### config.mk
export PLATFORM = sky130hd
export DESIGN_NAME = de_pipe_reg
export DESIGN_NICKNAME = d
export VERILOG_FILES = /design/src/rtl/de_pipe_reg.sv
export SDC_FILE = /design/constraint.sdc
export NUM_CORES = 1
export LEC_CHECK = 0
export ABC_AREA = 1
export BUFFER_PORTS_ARGS = -buffer_cell sky130_fd_sc_hd__buf_4
export CORE_ASPECT_RATIO = 0.7
export CORE_MARGIN = 3
export CORE_UTILIZATION = 48
export DETAILED_ROUTE_END_ITERATION = 10
export GPL_TIMING_DRIVEN = 0
export PLACE_DENSITY = 0.8
export SYNTH_ARGS = -nofsm -noshare
export SYNTH_HDL_FRONTEND = slang
export SYNTH_SLANG_ARGS = --single-unit
### constraint.sdc
create_clock -name clk_i -period 1.9 [get_ports clk_i]
set_input_delay 0.285 -clock clk_i [delete_from_list [all_inputs] [get_ports clk_i]]
set_output_delay 0.285 -clock clk_i [all_outputs]
set_load 0.1 [all_outputs]
### src/rtl/de_pipe_reg.sv
// Decode-to-execute pipeline register with stall hold, flush bubble insertion,
// writeback refresh/write-through of operands and a saturating bubble counter.
module de_pipe_reg #(
  parameter int XLEN  = 32,
  parameter int CNT_W = 16
) (
  input  logic             clk_i,
  input  logic             rst_i,
  input  logic             stall_i,
  input  logic             flush_i,
  input  logic             valid_D,
  input  logic             rd_wr_D,
  input  logic             is_load_D,
  input  logic             is_store_D,
  input  logic [4:0]       rs1_addr_D,
  input  logic [4:0]       rs2_addr_D,
  input  logic [4:0]       rd_addr_D,
  input  logic [3:0]       alu_op_D,
  input  logic [XLEN-1:0]  pc_D,
  input  logic [XLEN-1:0]  imm_D,
  input  logic [XLEN-1:0]  rs1_data_D,
  input  logic [XLEN-1:0]  rs2_data_D,
  input  logic             rd_wr_W,
  input  logic [4:0]       rd_addr_W,
  input  logic [XLEN-1:0]  rd_data_W,
  output logic             valid_E,
  output logic             rd_wr_E,
  output logic             is_load_E,
  output logic             is_store_E,
  output logic [4:0]       rs1_addr_D_E,
  output logic [4:0]       rs2_addr_D_E,
  output logic [4:0]       rd_addr_E,
  output logic [3:0]       alu_op_E,
  output logic [XLEN-1:0]  pc_E,
  output logic [XLEN-1:0]  imm_E,
  output logic [XLEN-1:0]  rs1_data_E,
  output logic [XLEN-1:0]  rs2_data_E,
  output logic [CNT_W-1:0] bubble_cnt_o
);

  logic             r_valid, r_rd_wr, r_is_load, r_is_store;
  logic [4:0]       r_rs1_addr, r_rs2_addr, r_rd_addr;
  logic [3:0]       r_alu_op;
  logic [XLEN-1:0]  r_pc, r_imm, r_rs1_data, r_rs2_data;
  logic [CNT_W-1:0] r_bubble_cnt;

  logic w_wb_live;
  logic w_rs1_refresh, w_rs2_refresh;
  logic w_rs1_bypass, w_rs2_bypass;
  logic w_cnt_sat;

  // x0 is hardwired zero, so a writeback to it must never override operands.
  assign w_wb_live     = rd_wr_W & (rd_addr_W != 5'd0);
  assign w_rs1_refresh = r_valid & w_wb_live & (rd_addr_W == r_rs1_addr);
  assign w_rs2_refresh = r_valid & w_wb_live & (rd_addr_W == r_rs2_addr);
  assign w_rs1_bypass  = w_wb_live & (rd_addr_W == rs1_addr_D);
  assign w_rs2_bypass  = w_wb_live & (rd_addr_W == rs2_addr_D);
  assign w_cnt_sat     = &r_bubble_cnt;

  // NOTE: sequential state uses non-blocking assignments only, so every flop
  // samples pre-edge values regardless of statement order.
  always_ff @(posedge clk_i) begin
    if (rst_i) begin
      r_valid    <= 1'b0;
      r_rd_wr    <= 1'b0;
      r_is_load  <= 1'b0;
      r_is_store <= 1'b0;
      r_rs1_addr <= '0;
      r_rs2_addr <= '0;
      r_rd_addr  <= '0;
      r_alu_op   <= '0;
      r_pc       <= '0;
      r_imm      <= '0;
      r_rs1_data <= '0;
      r_rs2_data <= '0;
    end else if (flush_i) begin
      // Bubble: kill control and zero addresses so hazard compares never hit.
      r_valid    <= 1'b0;
      r_rd_wr    <= 1'b0;
      r_is_load  <= 1'b0;
      r_is_store <= 1'b0;
      r_rs1_addr <= '0;
      r_rs2_addr <= '0;
      r_rd_addr  <= '0;
    end else if (stall_i) begin
      if (w_rs1_refresh) r_rs1_data <= rd_data_W;
      if (w_rs2_refresh) r_rs2_data <= rd_data_W;
    end else begin
      r_valid    <= valid_D;
      r_rd_wr    <= rd_wr_D;
      r_is_load  <= is_load_D;
      r_is_store <= is_store_D;
      r_rs1_addr <= rs1_addr_D;
      r_rs2_addr <= rs2_addr_D;
      r_rd_addr  <= rd_addr_D;
      r_alu_op   <= alu_op_D;
      r_pc       <= pc_D;
      r_imm      <= imm_D;
      r_rs1_data <= w_rs1_bypass ? rd_data_W : rs1_data_D;
      r_rs2_data <= w_rs2_bypass ? rd_data_W : rs2_data_D;
    end
  end

  always_ff @(posedge clk_i) begin
    if (rst_i) begin
      r_bubble_cnt <= '0;
    end else if ((flush_i | stall_i) && !w_cnt_sat) begin
      r_bubble_cnt <= r_bubble_cnt + {{(CNT_W-1){1'b0}}, 1'b1};
    end
  end

  assign valid_E      = r_valid;
  assign rd_wr_E      = r_rd_wr;
  assign is_load_E    = r_is_load;
  assign is_store_E   = r_is_store;
  assign rs1_addr_D_E = r_rs1_addr;
  assign rs2_addr_D_E = r_rs2_addr;
  assign rd_addr_E    = r_rd_addr;
  assign alu_op_E     = r_alu_op;
  assign pc_E         = r_pc;
  assign imm_E        = r_imm;
  assign rs1_data_E   = r_rs1_data;
  assign rs2_data_E   = r_rs2_data;
  assign bubble_cnt_o = r_bubble_cnt;

endmodule

==> Yosys cells after proc, flatten, opt, wreduce, memory -nomap -nowiden <==
Index checks and enable logic that the tools add are counted.
{ "op_classes": {"n_shift": 0, "n_reduce_logical": 8, "addsub": 1, "n_lt_le_gt_ge": 0, "div_mod_pow": 0, "n_mul": 0, "bitwise_logic": 9, "mux": 6, "n_eq_ne": 6} }
{ "op_table": {"columns": ["op", "n"], "rows": [
  ["$mux 32", 6],
  ["$eq 5x5->1", 4],
  ["$add 16x1->16 const B", 1],
  ["$reduce_and 16->1", 1],
  ["$and 1x1->1", 6],
  ["$reduce_and 2->1", 3],
  ["$reduce_bool 5->1", 1],
  ["$ne 2x1->1 const B", 2],
  ["$not 1->1", 2],
  ["$reduce_or 2->1", 1],
  ["$logic_and 1x1->1", 1],
  ["$logic_not 1->1", 1],
  ["$or 1x1->1", 1]
]} }
{ "word_totals": {"ff_bits": 167, "latch_bits": 0, "romBits": 0, "n_memories": 0, "inputBits": 193, "word_cells": 43, "ramBits": 0} }

==> Depth between registers and ports, before layout <==
{ "logic_depth": {"ltp_word": 6, "depth_mapped": 14, "ltp_nobuf": 12} }

==> Least setup slack after synthesis <==
OpenSTA, ideal clock, no wires.
{ "synth_timing": {"path_kind": "register to register", "start": "register r_bubble_cnt[0] (netlist: bubble_cnt_o[0])", "end": "register r_bubble_cnt[12] (netlist: bubble_cnt_o[12])", "n_path_buf": 1, "t_arrival_ns": 2.302, "synth_period_minus_slack_ns": 2.434, "t_required_ns": 1.768, "setup_slack_ns": -0.534, "stages_incl_launch_ff": 12, "path_cell_list": "dfxtp_1 ha_1 nand2_1 nor2_1 inv_1 nor2_2 nand3_1 nand2_2 inv_2 buf_6 nand2_1 a21oi_1"} }
{ "synth_between": {"elab_chain_cells": 3, "elab_cells_between_ends": 4} }
{ "synth_lines": {"columns": ["element", "line", "rtl"], "rows": [
  ["from (decl)", "45", "logic [CNT_W-1:0] r_bubble_cnt;"],
  ["from (signal assigned)", "108", "r_bubble_cnt <= r_bubble_cnt + {{(CNT_W-1){1'b0}}, 1'b1};"],
  ["parallel branches: the longest is 3 deep, another holds $add 16x1->16", null, null]
]} }
Several ways; the timed one is not identified.
A chain may end at the register's enable or synchronous reset.

==> Worst setup path in the final report <==
{ "layout_timing": {"start": "register r_bubble_cnt[0] (netlist: bubble_cnt_o[0])", "end": "register r_bubble_cnt[14] (netlist: bubble_cnt_o[14])"} }
The elaborated chain is that of the path after synthesis.

==> impl_metrics.yaml <==
floorplanning:
  ios: 360
  core_mm2: 0.0167
  initial_core_util: 0.501
  dieHeight_um: 117
  die-area_mm2: 0.0191
  rows: 39
  fp.dieW_um: 164
timing:
  skew_ns: 0.0117
  setup_viol_count_final: 0
  fin_crit_sh: 0.926
  post-route-min-period_ns: 1.76
  fin_tns_setup_ns: 0
  whs_ns: 0.0327
  final_hold_viol_count: 0
  max_slew.worst_pin.slew_ns: 0.572
  clock.fmax_mhz: 568
  slew_violations: 0
  slew_headroom: 0.619
logic_synthesis:
  synth_area_leaders: "dfxtp_1, nand2_1, nor2_1"
  synth.largest_area_cell: "dfxtp_1"
  yosys.area_share.adder: 0.00149
  yosys.area_share.simple: 0.366
  synthCells: 1274
  synth.yosys.seq_area_share: 0.398
  ys_types: 31
  synthesis.nets: 1468
  synth_commonest_cells: "nand2_1, nor2_1, dfxtp_1, inv_1, nand3_1"
  synth_area_per_cell_um2: 6.59
  async_reset_ff_frac: 0
  synth_xor_area_frac: 0.0198
  synth.most_common_cell: "nand2_1"
  ys.flop_type: "dfxtp_1"
  synth_mux_area_frac: 0
  yosysWarnings: 0
  synth_compound_area_frac: 0.0705
  synth_area_mm2: 0.00839
  synth_top_area_share: 0.398
  synth_seq_cells: 167
  synth_top_family_by_area: "simple AND/OR/NAND/NOR gates"
  synth_edf_count: 0
layout:
  finalInstanceArea_mm2: 0.0120
  fillCellCount: 1394
  drive_above_1_share: 0.309
  syn_to_final_growth_pct: 43.3
  num-nets-final: 1845
  final_cells: 1889
  antennaDiodeCount: 0
clock_network:
  clkLatencyLatePin_ns: 0.43
  cts_hold_buf: 0
  clock_path_buffers: 2
  ctsRootBufferMaster: "clkbuf_16"
  clock_sinks: 167
  cts_tree: "built"
  cts_buffers: 17
  cts.clk_slew.worst_paths_ns: 0.07
  htreeDepth: 4
placement:
  place_area_mm2: 0.0114
  dpl.hpwl_um: 22100
  gp_congestion: 0.943
  dp_cells: 1854
  numPortBuffers: 355
worst_setup_path:
  worstSetupEndpointType: "register"
  regToRegSetupSlack_ns: 0.14
  cp_max_fo: 10
  worstPathRequired_ns: 2.20
  crit_chain: "ha_2 -> nand2_1 -> nor2_2 -> inv_2 -> nor2_4 -> nand3_2 -> nand2_4 -> inv_2 -> buf_6 -> nand2_1 -> a21oi_1"
  r2r-end: "bubble_cnt_o[14]$_SDFFE_PP0P_"
  r2r-start: "bubble_cnt_o[0]$_SDFFE_PP0P_"
  setup.worst_path.end: "bubble_cnt_o[14]$_SDFFE_PP0P_"
  worstSetupStartpointType: "register"
  r2r_cells: 11
  cp_data_arrival_time_ns: 2.06
  max_stage_delay_ns: 0.39
  slowest_stage: "dfxtp_4"
  startpoint: "bubble_cnt_o[0]$_SDFFE_PP0P_"
  crit_type: "reg -> reg"
power_and_ir_drop:
  ir_worst_vdd_mv: 0.606
  power_density_mw_per_mm2: 877
  leakagePower_uw: 0.00628
global_route:
  grt_use_total: 0.288
  antenna_found_initial: 0
  grt_pass1_vias: 8593
  grt_first_pass_wirelength_um: 43500
  grt_max_degree: 17
  overflow: 0
min_path:
  hp-class: "in -> reg"
detailed_routing:
  route.detailed.drc: 0
  first_iter_violations: 800
  vias_per_cell: 4.88
  dr_total_vias: 9210
  routed_wl_um: 28800
  first_pass_iters: 6
  ant_nets: 0
  wl_per_cell_um: 15.2
outcome:
  status: "finished, final reports clean"
job:
  maxCapViolCount: 0
==> worst max-delay path, delay by kind of cell (launching register included) <==
| kind | cells | cell delay, ns |
|---|---|---|
| buf+inv | 3 | 0.29 |
| fa+ha+maj | 1 | 0.21 |
| flops | 1 | 0.39 |
| simple gates | 6 | 0.68 |
| compound gates | 1 | 0.06 |
==> metal layers <==
metal	part of all wire	GRT usage	up-vias	wire length, um
met1	0.41	0.353	4169	11600
met3	0.090	0.0854	50	2600
li1	-	-	4619	-
met5	0	0	-	0
met4	0.027	0.0969	0	779
met2	0.48	0.487	372	13700
==> placed cells by master (no fill, tap or decap), types with 3 or more instances in the layout <==
cell type	netlist	routed
nor3_1	10	10
clkinv_1	23	23
dfxtp_2	0	24
buf_2	21	21
xor2_1	8	8
clkbuf_16	0	17
clkinv_4	0	3
nand2_1	281	281
nor2_2	5	5
clkbuf_1	30	31
inv_2	4	5
buf_12	3	4
o21ai_0	78	78
buf_6	14	14
nand3_1	106	105
a21oi_1	31	31
inv_6	0	4
dfxtp_1	167	141
nand4_1	3	3
nand2_2	5	4
o21ai_1	3	3
xnor2_1	11	11
nand3_2	33	34
inv_1	167	166
buf_4	5	362
nor2_1	254	253
==> where the power goes <==
group / internal, uW / switching [uW] / leakage (uW)
sequential: 3710 / 126 / 0.00139
combinational: 841 / 2300 / 0.00461
clock: 1980 / 1590 / 0.000290
==> how the worst min path moves through the flow <==
stage / from / to / slack (ns) / cells after the start
2_1_floorplan: rst_i / bubble_cnt_o[15]$_SDFFE_PP0P_ / 0.35 / 1
3_3_place_gp: rd_addr_E[4]$_SDFFE_PP0N_ / rd_addr_E[4]$_SDFFE_PP0N_ / 0.45 / 2
3_5_place_dp: rd_addr_E[0]$_SDFFE_PP0N_ / rd_addr_E[0]$_SDFFE_PP0N_ / 0.46 / 2
4_1_cts: rst_i / bubble_cnt_o[15]$_SDFFE_PP0P_ / 0.03 / 2
5_1_grt: rst_i / bubble_cnt_o[15]$_SDFFE_PP0P_ / 0.03 / 2
6_report: rst_i / bubble_cnt_o[15]$_SDFFE_PP0P_ / 0.03 / 2
==> registers in the layout, indices dropped and copies added, names as in the netlist <==
register and cells:
imm_E 32, pc_E 32, rs1_data_E 32, rs2_data_E 32, bubble_cnt_o 16, rd_addr_E 5
rs1_addr_D_E 5, rs2_addr_D_E 5, alu_op_E 4, is_load_E 1, is_store_E 1, rd_wr_E 1
valid_E 1
==> logic make-up (layout without fill, tap and decap cells) <==
family                     Yosys count  after routing
and+or+nand+nor                    703            703
DFF                                167            167
xor gates and xnor gates            19             19
AOI/OAI and AO/OA                  115            115
buffers and inverters              269            659
adders and majority gates            1              1
==> layout make-up <==
| cell class | instances | area, um^2 | share of cell area |
|---|---|---|---|
| buffer | 75 | 480 | 0.0400 |
| tap | 225 | 282 | 0.0234 |
| inverter | 194 | 728 | 0.0606 |
| multi-input combinational | 838 | 3860 | 0.321 |
| clock inverter | 14 | 163 | 0.0135 |
| sequential | 167 | 3380 | 0.281 |
| clock buffer | 18 | 429 | 0.0357 |
| timing repair buffer | 358 | 2700 | 0.225 |
==> what timing repair did <==
action,4_1_cts,5_1_grt
resized for setup,1,5
pin swaps,0,1
endpoints found under the setup margin,9,16
buffers inserted,2,1
==> stage by stage <==
step	utilization	setup WS, ns	power (uW)
4_1_cts	0.717	0.0419	10600
5_1_grt	0.718	-0.00128	10900
2_1_floorplan	-	0.00595	6140
3_3_place_gp	0.680	0.0369	7000
3_5_place_dp	0.680	-0.00422	7030
6_report	0.718	0.141	10500
No activity file was read; power rests on OpenSTA's default activity.
